===== config.mk =====
export PLATFORM = sky130hd
export DESIGN_NAME = communication_transmitter_flat
export DESIGN_NICKNAME = d
export VERILOG_FILES = /design/src/rtl/comm_pkg.sv /design/src/rtl/communication_transmitter_if.sv /design/src/rtl/message_packer.sv /design/src/rtl/communication_transmitter.sv /design/src/flat_wrapper.sv
export SDC_FILE = /design/constraint.sdc
export NUM_CORES = 1
export LEC_CHECK = 0
export ABC_AREA = 1
export CAP_MARGIN = 15
export CORE_MARGIN = 5
export CORE_UTILIZATION = 55
export CTS_CLUSTER_DIAMETER = 100
export CTS_CLUSTER_SIZE = 8
export DETAILED_ROUTE_END_ITERATION = 10
export PLACE_DENSITY = 0.87
export SLEW_MARGIN = 25
export SYNTH_ARGS = -nofsm -noshare
export SYNTH_HDL_FRONTEND = slang
export SYNTH_HIERARCHICAL = 1
export SYNTH_SLANG_ARGS = --single-unit

===== constraint.sdc =====
create_clock -name clock -period 1.7 [get_ports clock]
set_input_delay 0.51 -clock clock [delete_from_list [all_inputs] [get_ports clock]]
set_output_delay 0.51 -clock clock [all_outputs]
set_load 0.01 [all_outputs]

===== src/rtl/comm_pkg.sv =====
// +----------------------------------------------------------------------+
// | comm_pkg                                                             |
// | Shared definitions for the NEO link: message layout, receiver        |
// | threshold, default pulse timing and transmitter FSM states.          |
// | Revision: 1.0                                                        |
// +----------------------------------------------------------------------+
`default_nettype none

package comm_pkg;

  localparam int MSG_BITS     = 24;
  localparam int RX_THRESHOLD = 26;

  // Default pulse timing in clock cycles
  localparam int HIGH_ONE_DEF   = 40;
  localparam int HIGH_ZERO_DEF  = 12;
  localparam int LOW_CYCLES_DEF = 12;
  localparam int GAP_CYCLES_DEF = 64;

  // Message word, MSB first on the wire; also used by the receiver's sorter
  typedef struct packed {
    logic [8:0] ball_y;
    logic [3:0] vel_x;
    logic [3:0] vel_y;
    logic       sign_y;
    logic       ball_message;
    logic       are_you_there;
    logic       i_am_here;
    logic       miss_message;
    logic       i_lost;
    logic       new_game_message;
  } comm_msg_t;

  typedef enum logic [1:0] {
    ST_IDLE = 2'd0,
    ST_HIGH = 2'd1,
    ST_LOW  = 2'd2,
    ST_GAP  = 2'd3
  } tx_state_e;

endpackage

`default_nettype wire


===== src/rtl/communication_transmitter_if.sv =====
// +----------------------------------------------------------------------+
// | communication_transmitter_if                                         |
// | Request/field bundle between the game FSM and the NEO transmitter.  |
// | Revision: 1.0                                                        |
// +----------------------------------------------------------------------+
`default_nettype none

interface communication_transmitter_if;

  logic       send_message;
  logic [8:0] ball_y_tx;
  logic [3:0] velocity_x_tx;
  logic [3:0] velocity_y_tx;
  logic       sign_y_tx;
  logic       ball_message_tx;
  logic       are_you_there_tx;
  logic       i_am_here_tx;
  logic       miss_message_tx;
  logic       i_lost_tx;
  logic       new_game_message_tx;
  logic       tx_busy;
  logic       message_sent;
  logic       NEO_OUT;

  // Game FSM side
  modport master (
    output send_message, ball_y_tx, velocity_x_tx, velocity_y_tx, sign_y_tx,
           ball_message_tx, are_you_there_tx, i_am_here_tx, miss_message_tx,
           i_lost_tx, new_game_message_tx,
    input  tx_busy, message_sent, NEO_OUT
  );

  // Transmitter side
  modport slave (
    input  send_message, ball_y_tx, velocity_x_tx, velocity_y_tx, sign_y_tx,
           ball_message_tx, are_you_there_tx, i_am_here_tx, miss_message_tx,
           i_lost_tx, new_game_message_tx,
    output tx_busy, message_sent, NEO_OUT
  );

endinterface

`default_nettype wire


===== src/rtl/message_packer.sv =====
// +----------------------------------------------------------------------+
// | message_packer                                                       |
// | Combinational assembly of a comm_msg_t from individual fields.       |
// | Revision: 1.0                                                        |
// +----------------------------------------------------------------------+
`default_nettype none

module message_packer
  import comm_pkg::*;
(
  input  logic       ball_y_i_en_unused_guard_n, // tied high by parent; keeps field list explicit
  input  logic [8:0] ball_y_i,
  input  logic [3:0] vel_x_i,
  input  logic [3:0] vel_y_i,
  input  logic       sign_y_i,
  input  logic       ball_message_i,
  input  logic       are_you_there_i,
  input  logic       i_am_here_i,
  input  logic       miss_message_i,
  input  logic       i_lost_i,
  input  logic       new_game_message_i,
  output comm_msg_t  msg_o
);

  // Field-by-field placement so the layout follows the struct definition
  always_comb begin
    msg_o                  = '0;
    msg_o.ball_y           = ball_y_i;
    msg_o.vel_x            = vel_x_i;
    msg_o.vel_y            = vel_y_i;
    msg_o.sign_y           = sign_y_i;
    msg_o.ball_message     = ball_message_i;
    msg_o.are_you_there    = are_you_there_i;
    msg_o.i_am_here        = i_am_here_i;
    msg_o.miss_message     = miss_message_i;
    msg_o.i_lost           = i_lost_i;
    msg_o.new_game_message = new_game_message_i & ball_y_i_en_unused_guard_n;
  end

endmodule

`default_nettype wire


===== src/rtl/communication_transmitter.sv =====
// +----------------------------------------------------------------------+
// | communication_transmitter                                            |
// | Serialises one 24-bit game message onto the NEO line using pulse-    |
// | width encoding (long high = 1, short high = 0, fixed low gaps).      |
// | Optional macro CT_QUEUE_EN adds a one-entry pending request.         |
// | Revision: 1.0                                                        |
// +----------------------------------------------------------------------+
`default_nettype none

module communication_transmitter
  import comm_pkg::*;
#(
  parameter int HIGH_ONE   = HIGH_ONE_DEF,
  parameter int HIGH_ZERO  = HIGH_ZERO_DEF,
  parameter int LOW_CYCLES = LOW_CYCLES_DEF,
  parameter int GAP_CYCLES = GAP_CYCLES_DEF
) (
  input  logic                        clock,
  input  logic                        reset,
  communication_transmitter_if.slave  bus
);

  // Terminal counts of the shared 8-bit time counter
  localparam logic [7:0] ONE_LAST  = 8'(HIGH_ONE - 1);
  localparam logic [7:0] ZERO_LAST = 8'(HIGH_ZERO - 1);
  localparam logic [7:0] LOW_LAST  = 8'(LOW_CYCLES - 1);
  localparam logic [7:0] GAP_LAST  = 8'(GAP_CYCLES - 1);
  localparam logic [7:0] GAP_PRE   = 8'(GAP_CYCLES - 2);
  localparam logic [4:0] BIT_LAST  = 5'(MSG_BITS - 1);

  comm_msg_t           packed_w;
  tx_state_e           state_q, state_d;
  logic [MSG_BITS-1:0] shift_q, shift_d;
  logic [7:0]          time_q, time_d;
  logic [4:0]          bit_q, bit_d;
  logic                neo_q;
  logic                sent_q, sent_d;
  logic                busy_w, accept_w, gap_end_w;
  logic [7:0]          high_last_w;

  message_packer u_packer (
    .ball_y_i_en_unused_guard_n (1'b1),
    .ball_y_i           (bus.ball_y_tx),
    .vel_x_i            (bus.velocity_x_tx),
    .vel_y_i            (bus.velocity_y_tx),
    .sign_y_i           (bus.sign_y_tx),
    .ball_message_i     (bus.ball_message_tx),
    .are_you_there_i    (bus.are_you_there_tx),
    .i_am_here_i        (bus.i_am_here_tx),
    .miss_message_i     (bus.miss_message_tx),
    .i_lost_i           (bus.i_lost_tx),
    .new_game_message_i (bus.new_game_message_tx),
    .msg_o              (packed_w)
  );

  assign high_last_w = shift_q[MSG_BITS-1] ? ONE_LAST : ZERO_LAST;
  assign gap_end_w   = (state_q == ST_GAP) && (time_q == GAP_LAST);

`ifdef CT_QUEUE_EN
  logic [MSG_BITS-1:0] pend_q, pend_d;
  logic                pend_v_q, pend_v_d;

  // Only refuse when both the active and the pending slot are taken
  assign busy_w = (state_q != ST_IDLE) && pend_v_q;
`else
  assign busy_w = (state_q != ST_IDLE);
`endif

  assign accept_w = bus.send_message && !busy_w;

  // Next-state, counter and shift-register logic
  always_comb begin
    state_d = state_q;
    shift_d = shift_q;
    time_d  = time_q + 8'd1;
    bit_d   = bit_q;
    sent_d  = 1'b0;
`ifdef CT_QUEUE_EN
    pend_d   = pend_q;
    pend_v_d = pend_v_q;
`endif
    case (state_q)
      ST_IDLE: begin
        time_d = 8'd0;
        if (accept_w) begin
          state_d = ST_HIGH;
          shift_d = packed_w;
          bit_d   = 5'd0;
        end
      end
      ST_HIGH: begin
        if (time_q == high_last_w) begin
          time_d = 8'd0;
          if (bit_q == BIT_LAST) begin
            state_d = ST_GAP;
            bit_d   = 5'd0;
          end else begin
            state_d = ST_LOW;
            shift_d = shift_q << 1;
            bit_d   = bit_q + 5'd1;
          end
        end
      end
      ST_LOW: begin
        // Bit counter persists across LOW; it indexes the whole message
        if (time_q == LOW_LAST) begin
          state_d = ST_HIGH;
          time_d  = 8'd0;
        end
      end
      ST_GAP: begin
        // Registered pulse lands in the final GAP cycle
        if (time_q == GAP_PRE) sent_d = 1'b1;
        if (gap_end_w) begin
          time_d  = 8'd0;
          bit_d   = 5'd0;
          state_d = ST_IDLE;
`ifdef CT_QUEUE_EN
          if (pend_v_q) begin
            state_d  = ST_HIGH;
            shift_d  = pend_q;
            pend_v_d = 1'b0;
          end else if (accept_w) begin
            // Request arriving on the very last GAP cycle starts directly
            state_d = ST_HIGH;
            shift_d = packed_w;
          end
`endif
        end
      end
      default: begin
        state_d = ST_IDLE;
        time_d  = 8'd0;
        bit_d   = 5'd0;
      end
    endcase
`ifdef CT_QUEUE_EN
    if (accept_w && (state_q != ST_IDLE) && !gap_end_w) begin
      pend_d   = packed_w;
      pend_v_d = 1'b1;
    end
`endif
  end

  // State, counters and the registered line driver
  always_ff @(posedge clock or posedge reset) begin
    if (reset) begin
      state_q <= ST_IDLE;
      shift_q <= '0;
      time_q  <= 8'd0;
      bit_q   <= 5'd0;
      neo_q   <= 1'b0;
      sent_q  <= 1'b0;
    end else begin
      state_q <= state_d;
      shift_q <= shift_d;
      time_q  <= time_d;
      bit_q   <= bit_d;
      neo_q   <= (state_d == ST_HIGH);
      sent_q  <= sent_d;
    end
  end

`ifdef CT_QUEUE_EN
  // Pending request slot
  always_ff @(posedge clock or posedge reset) begin
    if (reset) begin
      pend_q   <= '0;
      pend_v_q <= 1'b0;
    end else begin
      pend_q   <= pend_d;
      pend_v_q <= pend_v_d;
    end
  end
`endif

  assign bus.NEO_OUT      = neo_q;
  assign bus.tx_busy      = busy_w;
  assign bus.message_sent = sent_q;

endmodule

`default_nettype wire


===== src/flat_wrapper.sv =====
// flat-port wrapper written by rule: the top's interface ports become plain ports
module communication_transmitter_flat import comm_pkg::*;
#(
  parameter int HIGH_ONE   = HIGH_ONE_DEF,
  parameter int HIGH_ZERO  = HIGH_ZERO_DEF,
  parameter int LOW_CYCLES = LOW_CYCLES_DEF,
  parameter int GAP_CYCLES = GAP_CYCLES_DEF
)
  (clock, reset, bus_send_message, bus_ball_y_tx, bus_velocity_x_tx, bus_velocity_y_tx, bus_sign_y_tx, bus_ball_message_tx, bus_are_you_there_tx, bus_i_am_here_tx, bus_miss_message_tx, bus_i_lost_tx, bus_new_game_message_tx, bus_tx_busy, bus_message_sent, bus_NEO_OUT);
  communication_transmitter_if bus_i ();
  input  logic clock;
  input  logic reset;
  input wire logic [$bits(bus_i.send_message)-1:0] bus_send_message;
  input wire logic [$bits(bus_i.ball_y_tx)-1:0] bus_ball_y_tx;
  input wire logic [$bits(bus_i.velocity_x_tx)-1:0] bus_velocity_x_tx;
  input wire logic [$bits(bus_i.velocity_y_tx)-1:0] bus_velocity_y_tx;
  input wire logic [$bits(bus_i.sign_y_tx)-1:0] bus_sign_y_tx;
  input wire logic [$bits(bus_i.ball_message_tx)-1:0] bus_ball_message_tx;
  input wire logic [$bits(bus_i.are_you_there_tx)-1:0] bus_are_you_there_tx;
  input wire logic [$bits(bus_i.i_am_here_tx)-1:0] bus_i_am_here_tx;
  input wire logic [$bits(bus_i.miss_message_tx)-1:0] bus_miss_message_tx;
  input wire logic [$bits(bus_i.i_lost_tx)-1:0] bus_i_lost_tx;
  input wire logic [$bits(bus_i.new_game_message_tx)-1:0] bus_new_game_message_tx;
  output wire logic [$bits(bus_i.tx_busy)-1:0] bus_tx_busy;
  output wire logic [$bits(bus_i.message_sent)-1:0] bus_message_sent;
  output wire logic [$bits(bus_i.NEO_OUT)-1:0] bus_NEO_OUT;
  assign bus_i.send_message = bus_send_message;
  assign bus_i.ball_y_tx = bus_ball_y_tx;
  assign bus_i.velocity_x_tx = bus_velocity_x_tx;
  assign bus_i.velocity_y_tx = bus_velocity_y_tx;
  assign bus_i.sign_y_tx = bus_sign_y_tx;
  assign bus_i.ball_message_tx = bus_ball_message_tx;
  assign bus_i.are_you_there_tx = bus_are_you_there_tx;
  assign bus_i.i_am_here_tx = bus_i_am_here_tx;
  assign bus_i.miss_message_tx = bus_miss_message_tx;
  assign bus_i.i_lost_tx = bus_i_lost_tx;
  assign bus_i.new_game_message_tx = bus_new_game_message_tx;
  assign bus_tx_busy = bus_i.tx_busy;
  assign bus_message_sent = bus_i.message_sent;
  assign bus_NEO_OUT = bus_i.NEO_OUT;
  communication_transmitter #(.HIGH_ONE(HIGH_ONE), .HIGH_ZERO(HIGH_ZERO), .LOW_CYCLES(LOW_CYCLES), .GAP_CYCLES(GAP_CYCLES)) u_core (.clock(clock), .reset(reset), .bus(bus_i));
endmodule

=== After elaboration in Yosys (flattened, before gate mapping) ===
Cells that the tools add are included.
Widths: inputs -> output; s select.

* Output and inout port bits: 3
* Flip-flop bits (word level): 41
* Logic and storage cells: 52

* Multiplexer cells: 22
* Eq/ne operators: 13
* Reduce and logical (&&, ||, !) cells: 9
* Add/subtract/negate cells: 2

{| class="wikitable"
|+ Operators with widths
! cell !! count
|-
| $mux 24 || 3
|-
| $pmux 24 s2 || 1
|-
| $pmux 8 s4 || 1
|-
| $mux 8 || 3
|-
| $mux 5 || 4
|-
| $eq 8x6->1 const B || 2
|-
| $pmux 5 s3 || 1
|-
| $add 8x1->8 const B || 1
|-
| $eq 8x4->1 const B || 1
|-
| $eq 8x8->1 || 1
|-
| $mux 2 || 4
|-
| $pmux 2 s4 || 1
|-
| $reduce_and 4->1 || 2
|-
| $mux 6 || 1
|-
| $ne 2x1->1 const B || 3
|-
| $add 5x1->5 const B || 1
|-
| $eq 5x5->1 const B || 1
|-
| $eq 2x1->1 const B || 2
|-
| $eq 2x2->1 const B || 2
|-
| $reduce_bool 2->1 || 2
|-
| $mux 1 || 3
|-
| $reduce_bool 3->1 || 1
|-
| $logic_and 1x1->1 || 2
|-
| $logic_not 2->1 || 1
|-
| other kinds (2) || 2
|}

=== Depth between registers and ports, before layout ===
Gate-level depths: netlist of the first run.

* Depth in word-level cells: 6
* Gate-level depth with buffers: 10
* Mapped depth without buffers: 10

=== By module ===
Netlist of the first run, hierarchy kept.

{| class="wikitable"
|+ By module, submodules not included
! module !! sequential area each (um^2) !! cells an instance !! area each (um^2) !! instances
|-
| communication_transmitter || 1026.0 || 227 || 2064.5 || 1
|-
| message_packer || 0.0 || 25 || 180.2 || 1
|}

=== Worst setup path after synthesis of the first run ===
Ideal clock, no wire load.

* Path type: register to register
* Start: register u_core.time_q[0]
* End: register u_core.shift_q[0]
* Data required time: 1.569 ns
* Stages on the path, launching flop included: 11
* Slack: 0.160 ns
* Path buffers: 2
* Data arrival time: 1.409 ns
* Library setup time: 0.131 ns
* Cells stage by stage: dfrtp_1 > ha_1 > nand2_1 > nor2_1 > nand3_1 > nand2_2 > nand3_2 > buf_6 > buf_6 > nand2_1 > o21ai_0

* Longest elaborated chain between the ends: 3

{| class="wikitable"
|+ RTL lines
! what !! RTL line !! RTL
|-
| from (decl) || communication_transmitter.sv:34 || <nowiki>logic [7:0] time_q, time_d;</nowiki>
|-
| from (signal assigned) || communication_transmitter.sv:157 || <nowiki>time_q <= time_d;</nowiki>
|-
| $eq 8x8->1 || communication_transmitter.sv:92 || <nowiki>if (time_q == high_last_w) begin</nowiki>
|-
| $ne 2x1->1 (no source line) || n/a ||
|-
| $reduce_and 4->1 (no source line) || n/a ||
|-
| to (signal assigned) || communication_transmitter.sv:156 || <nowiki>shift_q <= shift_d;</nowiki>
|-
| to (decl) || communication_transmitter.sv:33 || <nowiki>logic [MSG_BITS-1:0] shift_q, shift_d;</nowiki>
|}

No other way between the ends.
A chain may end at the register's enable or synchronous reset.

=== Worst setup path in the final report of the first run ===
* Start: register u_core.sent_q (netlist: u_core/bus.message_sent)
* End: output port bus_message_sent

{| class="wikitable"
|+ RTL lines
! what !! RTL line !! RTL
|-
| from (decl) || communication_transmitter.sv:37 || <nowiki>logic sent_q, sent_d;</nowiki>
|-
| from (signal assigned) || communication_transmitter.sv:160 || <nowiki>sent_q <= sent_d;</nowiki>
|-
| to (decl) || flat_wrapper.sv:25 || <nowiki>output wire logic [$bits(bus_i.message_sent)-1:0] bus_message_sent;</nowiki>
|}

No word-level cell between the ends.

==> flow_summary_export.csv, run 1 <==
group,metric,value,unit
critical_path,crit_buf_inv,1,
layout,multiInputGateArea,931,um^2
critical_path,timing.critical_path.slowest_cell_delay,0.53,ns
clocking,cts_hold_buf,0,
route,total_number_of_vias,1604,
floorplan,io_pins,30,
power,overall_power,4.05,mW
route,ant_nets,0,
floorplan,initial_utilization,56.5,%
sta,layout_worst_path_cycle_share,97.2,%
sta,skew,0.00221,ns
clocking,cts_buffer_depth,2,
global_routing,grt_antenna_before_repair,0,
sta,max_freq,605,MHz
sta,rsz_0062_raised_after_global_routing,"no",
floorplan,fp.dieArea,5460,um^2
global_routing,grtUsageTotal,15.3,%
critical_path,crit_path_start_kind,"flip-flop",
placed_design,place.port_buffers,29,
critical_path,critPathTopFamily,"buffers and inverters",
route,wire_per_inst,12.3,um
floorplan,row_count,23,
worst_hold_path,hold_path.class,"reg2reg",
layout,layout-area-overhead-vs-synth,13.4,%
critical_path,worst-endpoint-required,1.19,ns
sta,layout_min_cycle_time,1.65,ns
global_routing,first_pass_grt_wire_length,6.39,mm
layout,layout.cells.most_common,"sky130_fd_sc_hd__nand2_1",
floorplan,dieWidth,73.9,um
placed_design,post-place-ws,-0.0386,ns
route,route.final.wire_length,3.85,mm
global_routing,grt_overflow,0,
power,cellPowerDensity,1590,nW/um^2
synthesis,synth_compound_gate_area_share,7.25,%
synthesis,synthSimpleGateAreaFrac,18.3,%
synthesis,synthesis.yosys.warnings,6,
layout,fillerInstances,321,
synthesis,netlist_area,2240,um^2
placed_design,placed_cells,306,
synthesis,netlist_instances,252,
layout,final_nets,293,
layout,most_frequent_cells_in_the_layout,"sky130_fd_sc_hd__nand2_1, sky130_fd_sc_hd__dfrtp_1, sky130_fd_sc_hd__clkdlybuf4s50_1, sky130_fd_sc_hd__mux2i_1, sky130_fd_sc_hd__o21ai_0",
critical_path,endpoint_kind,"primary output",
clocking,numClockSinks,41,
power,leakage,1.25,nW
placed_design,final_weighted_congestion_of_routability_driven_global_placement,0.822,
global_routing,maximum_number_of_pins_on_one_net_before_global_route_repair,49,
synthesis,combinational_family_with_the_most_area_after_synthesis,"simple AND/OR/NAND/NOR gates",
global_routing,grt_pass1_vias,1475,
clocking,cts_tree,"done",
synthesis,yosys-mux-area-fraction,10.3,%
status,run_status,"finished, final reports clean",
critical_path,critPathMaxFanout,1,
clocking,cts_buffers,5,
synthesis,syn-num-nets,282,
synthesis,ys_ff_latch,41,
synthesis,yosys.area_share.adder,1.67,%
route,first_iter_violations,103,
job,max_cap_viol_count,0,
placed_design,detailedPlacementHpwl,2.69,mm
floorplan,die_h,73.9,um
sta,hold_viol_final,0,
synthesis,synth_sequential_area_ratio,45.7,%
clocking,clkLatencyLatePin,0.29,ns
critical_path,crit_slowest_cell,"sky130_fd_sc_hd__clkdlybuf4s50_1",
clocking,path_clk_slew,0.07,ns
clocking,root_buffer,"sky130_fd_sc_hd__clkbuf_8",
sta,timing.final.max_slew_violations,0,
route,drc,0,
floorplan,floorplan.core_area,3970,um^2
layout,register_area,1030,um^2
critical_path,critPathKind,"reg2out",
critical_path,timing.critical_path.cells,"clkdlybuf4s50_1",
critical_path,arrival,1.14,ns
sta,postLayoutSetupSlackWorst,0.0470,ns
layout,drive_gt1_share,11.0,%
layout,stdcell_count,313,
power,max-vdd-ir-drop,796,uV
synthesis,synthesis.area_per_instance,8.91,um^2
synthesis,synth_cell_types,28,
layout,antennaDiodeCount,0,
synthesis,synth_xor_xnor_area_share,2.73,%
sta,report.final.setup_viol,0,
route,drt_via_density,5.12,
route,dr.pass1.iters,4,
clocking,cts_max_level,2,
==> synthesized netlist by cell type <==
| cell | n | area [um^2] |
|---|---|---|
| sky130_fd_sc_hd__and3_1 | 1 | 6.26 |
| sky130_fd_sc_hd__buf_2 | 3 | 15.0 |
| sky130_fd_sc_hd__buf_4 | 23 | 173 |
| sky130_fd_sc_hd__buf_6 | 4 | 45.0 |
| sky130_fd_sc_hd__clkbuf_1 | 2 | 7.51 |
| sky130_fd_sc_hd__clkinv_1 | 1 | 3.75 |
| sky130_fd_sc_hd__conb_1 | 1 | 3.75 |
| sky130_fd_sc_hd__dfrtp_1 | 41 | 1030 |
| sky130_fd_sc_hd__ha_1 | 3 | 37.5 |
| sky130_fd_sc_hd__inv_1 | 15 | 56.3 |
| sky130_fd_sc_hd__inv_2 | 3 | 11.3 |
| sky130_fd_sc_hd__mux2i_1 | 23 | 230 |
| sky130_fd_sc_hd__nand2_1 | 56 | 210 |
| sky130_fd_sc_hd__nand2_2 | 1 | 6.26 |
| sky130_fd_sc_hd__nand2_4 | 1 | 11.3 |
| sky130_fd_sc_hd__nand3_1 | 9 | 45.0 |
| sky130_fd_sc_hd__nand3_2 | 2 | 20.0 |
| sky130_fd_sc_hd__nand4_1 | 3 | 18.8 |
| sky130_fd_sc_hd__nor2_1 | 16 | 60.1 |
| sky130_fd_sc_hd__nor2_2 | 1 | 6.26 |
| sky130_fd_sc_hd__nor4_1 | 1 | 6.26 |
| sky130_fd_sc_hd__o211ai_1 | 1 | 7.51 |
| sky130_fd_sc_hd__o21ai_0 | 23 | 115 |
| sky130_fd_sc_hd__o21ai_1 | 8 | 40.0 |
| sky130_fd_sc_hd__or2_2 | 2 | 12.5 |
| sky130_fd_sc_hd__or2_4 | 1 | 8.76 |
| sky130_fd_sc_hd__xnor2_1 | 1 | 8.76 |
| sky130_fd_sc_hd__xor2_1 | 6 | 52.6 |
==> power breakdown <==
part | leakage, nW | switching (mW) | internal, mW
registers | 0.527 | 0.224 | 1.35
clock network | 0.0443 | 0.315 | 0.322
logic | 0.682 | 1.04 | 0.793
total | 1.25 | 1.58 | 2.47
==> cell type report <==
class                   instances  area share (%)
clock buffers                   7            3.39
inverters                      19            2.80
multi-input cells             160            36.6
flip-flops and latches         41            40.3
well taps                      50            2.46
repair buffers                 36            14.5
==> layer usage <==
| metal | part of all wire [%] | track usage (%) | up-vias | wire length, um |
|---|---|---|---|---|
| met3 | 5.5 | 4.92 | 7 | 213 |
| met4 | 1.6 | 6.04 | 0 | 60 |
| met1 | 44 | 19.1 | 750 | 1700 |
| li1 | - | - | 809 | - |
| met2 | 49 | 24.5 | 38 | 1880 |
| met5 | 0 | 0 | - | 0 |
==> flip-flops by register name (all words and copies together), names as in the netlist <==
register                 count
u_core/bit_q                 5
u_core/bus.NEO_OUT           1
u_core/state_q               2
u_core/bus.message_sent      1
u_core/shift_q              24
u_core/time_q                8
==> cell families after synthesis <==
kind of cell	count (synthesis)
buffers and inverters	51
AND/OR/NAND/NOR	94
flip-flops	41
AO/OA/AOI/OAI	32
XOR/XNOR	7
other	1
multiplexers	23
adder cells (fa/ha/maj)	3
==> per-stage QoR <==
stage	instance area [um^2]	hold WS [ns]	TNS, ns	util [%]
CTS	2520	0.492	0	63.5
finish	2540	0.489	0	64.1
detailed placement	2430	0.474	-0.391	61.3
global route	2540	0.511	0	64.1
global placement	2430	0.464	-0.00221	61.3
floorplan	2240	0.452	0	-
==> path summary, 6_finish.rpt <==
path | start | end | slack, ns | depth (start not counted)
min in group asynchronous | reset | u_core/time_q[2]$_DFF_PP0_ | 0.57 | 3
worst min register to register | u_core/shift_q[11]$_DFFE_PP0P_ | u_core/shift_q[11]$_DFFE_PP0P_ | 0.49 | 2
worst max-delay path | u_core/bus.message_sent$_DFF_PP0_ | bus_message_sent | 0.05 | 1
max in group asynchronous | reset | u_core/shift_q[15]$_DFFE_PP0P_ | 0.94 | 3
worst max register to register | u_core/state_q[1]$_DFF_PP0_ | u_core/shift_q[16]$_DFFE_PP0P_ | 0.16 | 10
worst min-delay path | u_core/shift_q[11]$_DFFE_PP0P_ | u_core/shift_q[11]$_DFFE_PP0P_ | 0.49 | 2
==> timing repair <==
action                                  in CTS  in global routing
resized for setup                            1                  8
setup buffers                                0                  0
endpoints found under the setup margin       1                 38
pin swaps                                    0                  2
gates cloned                                 0                  0
==> tightest hold or removal path, stage by stage, from the launching register on <==
cell,delay [ns]
sky130_fd_sc_hd__dfrtp_1,0.35
sky130_fd_sc_hd__nand2_1,0.05
sky130_fd_sc_hd__o21ai_0,0.06
Power figures use the tool's default switching activity.
==> run 2: changes to the inputs <==
--- a/config.mk
+++ b/config.mk
@@ -12,7 +12,7 @@
 export CTS_CLUSTER_DIAMETER = 100
 export CTS_CLUSTER_SIZE = 8
 export DETAILED_ROUTE_END_ITERATION = 10
-export PLACE_DENSITY = 0.87
+export PLACE_DENSITY = 0.8
 export SLEW_MARGIN = 25
 export SYNTH_ARGS = -nofsm -noshare
 export SYNTH_HDL_FRONTEND = slang
==> run 2 against run 1 <==
Against the previous run:
- sequential share of layout area shrank 1.4 points
- fmax shrank 0.30%
- via count grew 1.1%
- hold slack lost 0.0027 ns
- critical endpoint unchanged
- non-clock buffer count grew 5
==> flow_summary_export.csv, run 2 (synthesized netlist as in run 1, its figures left out) <==
group,metric,value,unit
route,first_iter_violations,81,
layout,layout-area-overhead-vs-synth,17.5,%
power,leakage,1.30,nW
critical_path,endpoint_kind,"primary output",
route,drc,0,
layout,final_nets,298,
layout,layout.cells.most_common,"sky130_fd_sc_hd__nand2_1",
global_routing,maximum_number_of_pins_on_one_net_before_global_route_repair,42,
critical_path,critPathKind,"reg2out",
power,cellPowerDensity,1680,nW/um^2
sta,max_freq,603,MHz
sta,hold_viol_final,0,
clocking,cts_tree,"done",
global_routing,grt_pass1_vias,1587,
critical_path,crit_slowest_cell,"sky130_fd_sc_hd__clkdlybuf4s50_1",
critical_path,critPathMaxFanout,1,
layout,layout_top_registers,"u_core/shift_q: 24 flops, u_core/time_q: 8 flops, u_core/bit_q: 5 flops",
layout,largest_register_ffs,24,
layout,antennaDiodeCount,0,
clocking,root_buffer,"sky130_fd_sc_hd__clkbuf_8",
clocking,cts_max_level,2,
global_routing,grt_antenna_before_repair,0,
critical_path,worst-endpoint-required,1.19,ns
floorplan,dieWidth,73.9,um
job,max_cap_viol_count,0,
floorplan,die_h,73.9,um
placed_design,detailedPlacementHpwl,2.77,mm
sta,timing.final.max_slew_violations,0,
route,drt_via_density,5.08,
route,ant_nets,0,
sta,accumulated_negative_setup_slack,0,ns
sta,layout_worst_path_cycle_share,97.5,%
global_routing,grtUsageTotal,16.9,%
clocking,cts_buffers,5,
global_routing,grt_overflow,0,
layout,fillerInstances,336,
placed_design,place.port_buffers,29,
power,overall_power,4.44,mW
floorplan,row_count,23,
sta,rsz_0062_raised_after_global_routing,"yes",
power,max-vdd-ir-drop,954,uV
floorplan,initial_utilization,56.5,%
clocking,numClockSinks,41,
clocking,clkLatencyLatePin,0.30,ns
layout,drive_gt1_share,12.6,%
route,dr.pass1.iters,4,
floorplan,fp.dieArea,5460,um^2
floorplan,floorplan.core_area,3970,um^2
critical_path,crit_path_start_kind,"flip-flop",
floorplan,io_pins,30,
sta,report.final.setup_viol,0,
placed_design,final_weighted_congestion_of_routability_driven_global_placement,0.823,
placed_design,placed_cells,309,
critical_path,arrival,1.15,ns
layout,multiInputGateArea,935,um^2
clocking,path_clk_slew,0.08,ns
route,wire_per_inst,12.9,um
layout,utilization,66.4,%
status,run_status,"finished, final reports clean",
critical_path,critPathTopFamily,"buffers and inverters",
layout,register_area,1030,um^2
sta,skew,0.00911,ns
critical_path,timing.critical_path.slowest_cell_delay,0.52,ns
layout,stdcell_count,319,
clocking,cts_buffer_depth,2,
global_routing,first_pass_grt_wire_length,6.93,mm
critical_path,timing.critical_path.cells,"clkdlybuf4s50_1",
clocking,cts_hold_buf,0,
layout,registers.top_by_ff_count,"u_core/shift_q",
route,total_number_of_vias,1622,
layout,most_frequent_cells_in_the_layout,"sky130_fd_sc_hd__nand2_1, sky130_fd_sc_hd__dfrtp_1, sky130_fd_sc_hd__clkdlybuf4s50_1, sky130_fd_sc_hd__mux2i_1, sky130_fd_sc_hd__o21ai_0",
critical_path,crit_buf_inv,1,
sta,layout_min_cycle_time,1.66,ns
route,route.final.wire_length,4.11,mm
worst_hold_path,hold_path.class,"reg2reg",
[run 2: layer usage]
metal | up-vias | GRT usage [%] | routed length, um
met4 | 0 | 7.24 | 58
met5 | - | 0 | 0
li1 | 821 | - | -
met3 | 5 | 3.97 | 215
met1 | 757 | 20.5 | 1800
met2 | 39 | 28.6 | 2030
[run 2: metrics by stage]
| step | setup slack (ns) | hold slack, ns | cell area (um^2) |
|---|---|---|---|
| finish | 0.0420 | 0.486 | 2640 |
| detailed placement | -0.0491 | 0.473 | 2460 |
| global route | -0.0181 | 0.523 | 2640 |
| CTS | 0.0196 | 0.492 | 2590 |
| floorplan | 0.160 | 0.452 | 2240 |
| global placement | 0.0120 | 0.466 | 2460 |
[run 2: worst min-delay path: stages, from the launching register on]
cell,delay (ns)
sky130_fd_sc_hd__dfrtp_1,0.35
sky130_fd_sc_hd__nand2_1,0.05
sky130_fd_sc_hd__o21ai_0,0.06
[run 2: power by group]
group          total (mW)  internal (mW)  switching (mW)
clock               0.820          0.477           0.343
sequential           1.58           1.35           0.227
combinational        2.05          0.924            1.12
[run 2: final cells by class]
type	count	share of cell area, %
Sequential cell	41	38.9
Multi-Input combinational cell	160	35.4
Timing Repair Buffer	41	16.0
Clock buffer	6	3.13
Inverter	19	2.70
Tap cell	50	2.37
Clock inverter	2	1.42
[run 2: worst paths after layout]
kind	startpoint	end	slack, ns	cells past startpoint
min in group asynchronous	reset	u_core/shift_q[4]$_DFFE_PP0P_	0.57	3
max in group asynchronous	reset	u_core/bit_q[0]$_DFFE_PP0P_	0.93	3
setup reg to reg	u_core/time_q[1]$_DFF_PP0_	u_core/shift_q[18]$_DFFE_PP0P_	0.08	9
setup / recovery	u_core/bus.message_sent$_DFF_PP0_	bus_message_sent	0.04	1
hold / removal	u_core/shift_q[2]$_DFFE_PP0P_	u_core/shift_q[2]$_DFFE_PP0P_	0.49	2
hold reg to reg	u_core/shift_q[2]$_DFFE_PP0P_	u_core/shift_q[2]$_DFFE_PP0P_	0.49	2
[run 2: repair_timing]
item,CTS,global route
pin swaps,0,2
cloned,0,1
setup endpoints to repair,4,33
buffers inserted,1,0
resized for setup,2,7
==> variant 1: new RTL, settings of run 1 <==
Re-encode `tx_state_e` (4 states) as one-hot, 4 bits wide.
--- a/src/rtl/comm_pkg.sv
+++ b/src/rtl/comm_pkg.sv
@@ -33,7 +33,7 @@
 
-  typedef enum logic [1:0] {
-    ST_IDLE = 2'd0,
-    ST_HIGH = 2'd1,
-    ST_LOW  = 2'd2,
-    ST_GAP  = 2'd3
+  typedef enum logic [3:0] {
+    ST_IDLE = 4'b0001,
+    ST_HIGH = 4'b0010,
+    ST_LOW  = 4'b0100,
+    ST_GAP  = 4'b1000
   } tx_state_e;
Check against the original RTL: no difference found for any inputs over 10 cycles, from zero or initial values and one cycle with reset high; not proved beyond that.
==> variant 1 against run 1 <==
The flow now finishes with violations (setup timing); worst setup slack got worse by 0.10 ns; global-route usage rose by 2.8 points; routed wire length grew 68%; final cell count grew 38%; die area grew 11%; total power increased by 17%; first-iteration DRC count rose to 2.7 times the old value; synthesized area rose by 13%; design area is 25% higher; sequential cell count rose by 2; maximum frequency is 5.7% lower; critical path type is now input pin to flop.
==> variant 1: results (changes against run 1) <==
status=complete, but fails checks (was complete, no violations); failing checks=setup timing; Max Fanout on Critical Path=6 (was 1); Yosys warnings=6 (unchanged); final worst slack=-0.0528 ns (was 0.0470 ns); multiplexer share of the synthesized area=0 (was 0.103); distinct cell type count after synthesis=27 (was 28); most area-consuming cells after synthesis=dfrtp_1, nand2_1, buf_4, nand3_1, nor2_1 (was dfrtp_1, mux2i_1, nand2_1, buf_4, o21ai_0); sequential share of the synthesized area=0.425 (was 0.457); CTS clk-pin slew, worst paths=0.08 ns; First DRT Iteration DRCs=283 (was 103); first-pass GRT wire length=9050 um (was 6390 um); vias in the first global route=2092 (was 1475); Post-Syn Nets=378 (was 282); Hold Path Class=flop to flop (unchanged); Regs by FF count=u_core/shift_q x24, u_core/time_q x8, u_core/bit_q x5 (unchanged); crit-path max cell delay=0.46 ns (was 0.53 ns); synthesized instance count=348 (was 252); top_reg_cell synth=dfrtp_1 (unchanged); IR drop worst, VDD=0.700 mV (was 0.796 mV); Post-Synth XOR/XNOR Area=0.0173 (was 0.0273); gr usage total=0.181 (was 0.153); Cell Count, Final, Fillers Out=431 (was 313); Placed Area=0.00280 mm^2 (was 0.00243 mm^2); cell family contributing the most delay on the critical path=buffers and inverters (unchanged); DP Cell Count=410 (was 306); Post-Synth Adder-Cell Area=0.0148 (was 0.0167); Compound-Gate Fraction of Synth Area=0.0173 (was 0.0725); Fillers=322 (was 321); dpl hpwl=3590 um (was 2690 um); final setup fails=18 (was 0); top cells by count, synth=nand2_1, dfrtp_1, nand3_1 (was nand2_1, dfrtp_1, buf_4, mux2i_1, o21ai_0); IO buf count=29 (unchanged); P_leak=0.00167 uW (was 0.00125 uW); Total Die Area=0.00607 mm^2 (was 0.00546 mm^2); placer congestion estimate=0.878 (was 0.822); Clock Skews=0.00647 ns (was 0.00221 ns); critical path's slowest cell=clkdlybuf4s50_1 (unchanged); pre-CTS WS=-0.181 ns (was -0.0386 ns); vias post-DR=2368 (was 1604); wire length per cell=15.0 um (was 12.3 um); Skew-Pair Late Insertion Delay=0.30 ns; WP data arrival=1.99 ns (was 1.14 ns); pin count of the biggest net entering global routing=44 (was 49); share of cells above drive strength 1=0.182 (was 0.110); area share of the largest cell type after synthesis=0.414 (was 0.457)
## variant 1: cell count changes in the layout (fill, tap and decap cells not counted), sizes merged, moves of 6 or more
cell,change
nand2,+101
o21ai,-29
nand3,+27
mux2i,-23
buf,+18
nor2,+7
inv,+6
## variant 1: layout make-up
cell class,instances,area [um^2],area share
tap,52,65.1,0.0205
sequential,43,1080,0.339
clock buffer,8,100,0.0315
multi-input combinational,248,1250,0.393
inverter,24,90.1,0.0283
timing repair buffer,56,598,0.188
## variant 1: metrics by stage
stage,TNS [ns],hold WS (ns)
floorplan,0,0.442
global placement,-3.51,0.454
detailed placement,-4.40,0.460
CTS,-0.0305,0.479
global route,-2.03,0.508
finish,-0.339,0.481
## variant 1: report_power, final
part	total, uW	internal [uW]	switching (uW)	leakage (uW)
sequential	1580	1360	218	0.000557
combinational	2440	1050	1390	0.00106
clock	724	371	353	0.0000515
## variant 1: worst register-to-register path: cells and delay by family (launching register included)
| family | cells | cell delay, ns |
|---|---|---|
| flops | 1 | 0.44 |
| fa+ha+maj | 1 | 0.20 |
| buf+inv | 3 | 0.39 |
| simple gates | 5 | 0.37 |
| compound gates | 1 | 0.30 |
## variant 1: timing repair
action | 4_1_cts | 5_1_grt
cloned | 0 | 5
setup endpoints to repair | 25 | 39
gates resized for setup | 4 | 32
buffers inserted | 1 | 7
hold buffers | 0 | 0
pin swaps | 2 | 21
endpoints found under the hold margin | 0 | 0
## variant 1: metal layers
| layer | global-route usage | part of all wire | vias up |
|---|---|---|---|
| li1 | - | - | 1123 |
| met5 | 0 | 0 | - |
| met1 | 0.231 | 0.40 | 1110 |
| met4 | 0.0608 | 0.038 | 0 |
| met2 | 0.304 | 0.50 | 108 |
| met3 | 0.0405 | 0.065 | 27 |
## variant 1: logic make-up (layout without fill, tap and decap cells)
group,count (synthesis),in the layout
AND/OR/NAND/NOR,232,234
buffers and inverters,59,88
flip-flops,43,43
XOR/XNOR,5,5
other,1,1
AO/OA/AOI/OAI,5,5
adder cells (fa/ha/maj),3,3
## variant 1: path summary, 6_finish.rpt
path                                         start                  to  cells past startpoint
worst min register to register  u_core/shift_q[11]  u_core/shift_q[11]                      2
max in group asynchronous                    reset   u_core/state_q[0]                      3
min in group asynchronous                    reset  u_core/shift_q[18]                      3
worst max-delay path              bus_send_message   u_core/shift_q[5]                      8
worst min-delay path            u_core/shift_q[11]  u_core/shift_q[11]                      2
worst max register to register     u_core/bit_q[0]   u_core/shift_q[5]                     10
==> variant 2: new RTL, settings of run 1 <==
Made on the original files. Build with the macro `CT_QUEUE_EN` defined.
--- a/src/rtl/communication_transmitter.sv
+++ b/src/rtl/communication_transmitter.sv
@@ -8,2 +8,4 @@
 `default_nettype none
+
+`define CT_QUEUE_EN
 
Function: changed (a bounded check fails within 4 cycles, from zero or initial values and one cycle with reset high).
==> variant 2 against run 1 <==
Sequential cell count rose by 25; synthesized area grew 80%; sequential share of layout area down 4.8 points; critical path depth grew 4; total power fell by 0.94%; routed wire length increased by 140%; design area increased by 83%; worst setup slack better by 0.013 ns; sequential power rose by 20%; highest routed layer unchanged.
==> variant 2: results (changes against run 1) <==
cell family contributing the most delay on the critical path=flip-flops (was buffers and inverters); sequential share of the synthesized area=0.410 (was 0.457); Yosys warnings=6 (unchanged); Clock Tree Root=clkbuf_8 (unchanged); ys async rst share=1.00 (unchanged); Post-Synth XOR/XNOR Area=0.0152 (was 0.0273); placer congestion estimate=0.855 (was 0.822); most area-consuming cells after synthesis=dfrtp_1, nand2_1, nand3_1, inv_1, buf_4 (was dfrtp_1, mux2i_1, nand2_1, buf_4, o21ai_0); synthesized instance count=521 (was 252); Compound-Gate Fraction of Synth Area=0.104 (was 0.0725); crit-path max cell delay=0.39 ns (was 0.53 ns); distinct cell type count after synthesis=31 (was 28); pre-CTS WS=-0.197 ns (was -0.0386 ns); Final Hold Fails=0 (unchanged); status=complete, no violations (unchanged); deepest clock path buffer count=2 (unchanged); Post-Synth Adder-Cell Area=0.00931 (was 0.0167); Sw Pwr=1040 uW (was 1580 uW); NumNets Final=566 (was 293); P_leak=0.00238 uW (was 0.00125 uW); WP data arrival=1.13 ns; top_reg_cell synth=dfrtp_1 (unchanged); gr usage total=0.223 (was 0.153); Skew-Pair Late Insertion Delay=0.36 ns (was 0.29 ns); Post-CTS Resized=7 (was 1); IR drop worst, VDD=0.503 mV (was 0.796 mV); dpl hpwl=5970 um (was 2690 um); First DRT Iteration DRCs=375 (was 103); Inserted Diodes=0 (unchanged); Max Fanout on Critical Path=2 (was 1); Fillers=577 (was 321); final wirelength=9420 um (was 3850 um); top cells by count, synth=nand2_1, nand3_1, dfrtp_1, inv_1, buf_4 (was nand2_1, dfrtp_1, buf_4, mux2i_1, o21ai_0); CTS Buf Count=9 (was 5); Hold Path Class=flop to flop (unchanged); multiplexer share of the synthesized area=0 (was 0.103); Clock Skews=0.00979 ns (was 0.00221 ns); critical path's slowest cell=dfrtp_1 (was clkdlybuf4s50_1); Post-Syn Nets=551 (was 282); CTS clk-pin slew, worst paths=0.07 ns (about the same); number of setup buffers added after CTS=0 (unchanged); pin count of the biggest net entering global routing=67 (was 49); vias per inst=5.54 (was 5.12); H-tree lvl count=3 (was 2); vias in the first global route=3506 (was 1475); Regs by FF count=u_core/pend_q x24, u_core/shift_q x24, u_core/time_q x8 (was u_core/shift_q x24, u_core/time_q x8, u_core/bit_q x5); DP Cell Count=623 (was 306); Pre-antenna DRT Iters=5 (was 4); first-pass GRT wire length=15900 um (was 6390 um); wire length per cell=14.7 um (was 12.3 um); Placed Area=0.00435 mm^2 (was 0.00243 mm^2); initial antenna violation count=0 (unchanged); share of cells above drive strength 1=0.187 (was 0.110); IO buf count=29 (unchanged)
variant 2: cell count changes after synthesis, sizes merged, moves of 2 or more:
cell / delta
nand2: +96
nand3: +74
or2: -2
inv: +52
dfrtp: +25
a21oi: +2
a22oi: +23
mux2i: -23
buf: +15
nor2: +5
clkbuf: +2
variant 2: routing by layer:
layer | wire (um) | up-vias | track usage
met2 | 4700 | 122 | 0.363
met1 | 4010 | 1741 | 0.285
met4 | 187 | 0 | 0.107
met3 | 515 | 18 | 0.0450
li1 | - | 1664 | -
met5 | 0 | - | 0
variant 2: power by group through the flow:
stage / Combinational (uW) / Clock (uW) / Sequential (uW)
CTS: 530 / 1610 / 1890
finish: 534 / 1580 / 1890
detailed placement: 524 / 0 / 1920
global route: 599 / 1680 / 1910
floorplan: 409 / 0 / 1880
global placement: 502 / 0 / 1910
variant 2: final timing paths:
kind / from / to / slack [ns] / cells past startpoint
max: u_core/state_q[1] / bus_tx_busy / 0.06 / 5
min: u_core/pend_q[23] / u_core/pend_q[23] / 0.49 / 2
max reg2reg: u_core/time_q[0] / u_core/pend_q[17] / 0.08 / 8
min reg2reg: u_core/pend_q[23] / u_core/pend_q[23] / 0.49 / 2
max in group asynchronous: reset / u_core/pend_v_q / 0.82 / 3
min in group asynchronous: reset / u_core/shift_q[19] / 0.59 / 3
variant 2: area by class of cell:
type	instances	area (um^2)	area share
multi-input combinational	336	1810	0.388
clock inverter	3	68.8	0.0148
inverter	70	267	0.0573
sequential	66	1650	0.355
tap	99	124	0.0266
clock buffer	13	169	0.0363
timing repair buffer	53	568	0.122
variant 2: worst register-to-register path, stage by stage (launching register included):
cell	delay (ns)
dfrtp_1	0.42
ha_4	0.19
nand3_2	0.14
nor2_4	0.16
nand2_2	0.11
nand2_2	0.12
buf_12	0.22
nand2_1	0.10
o21ai_0	0.09
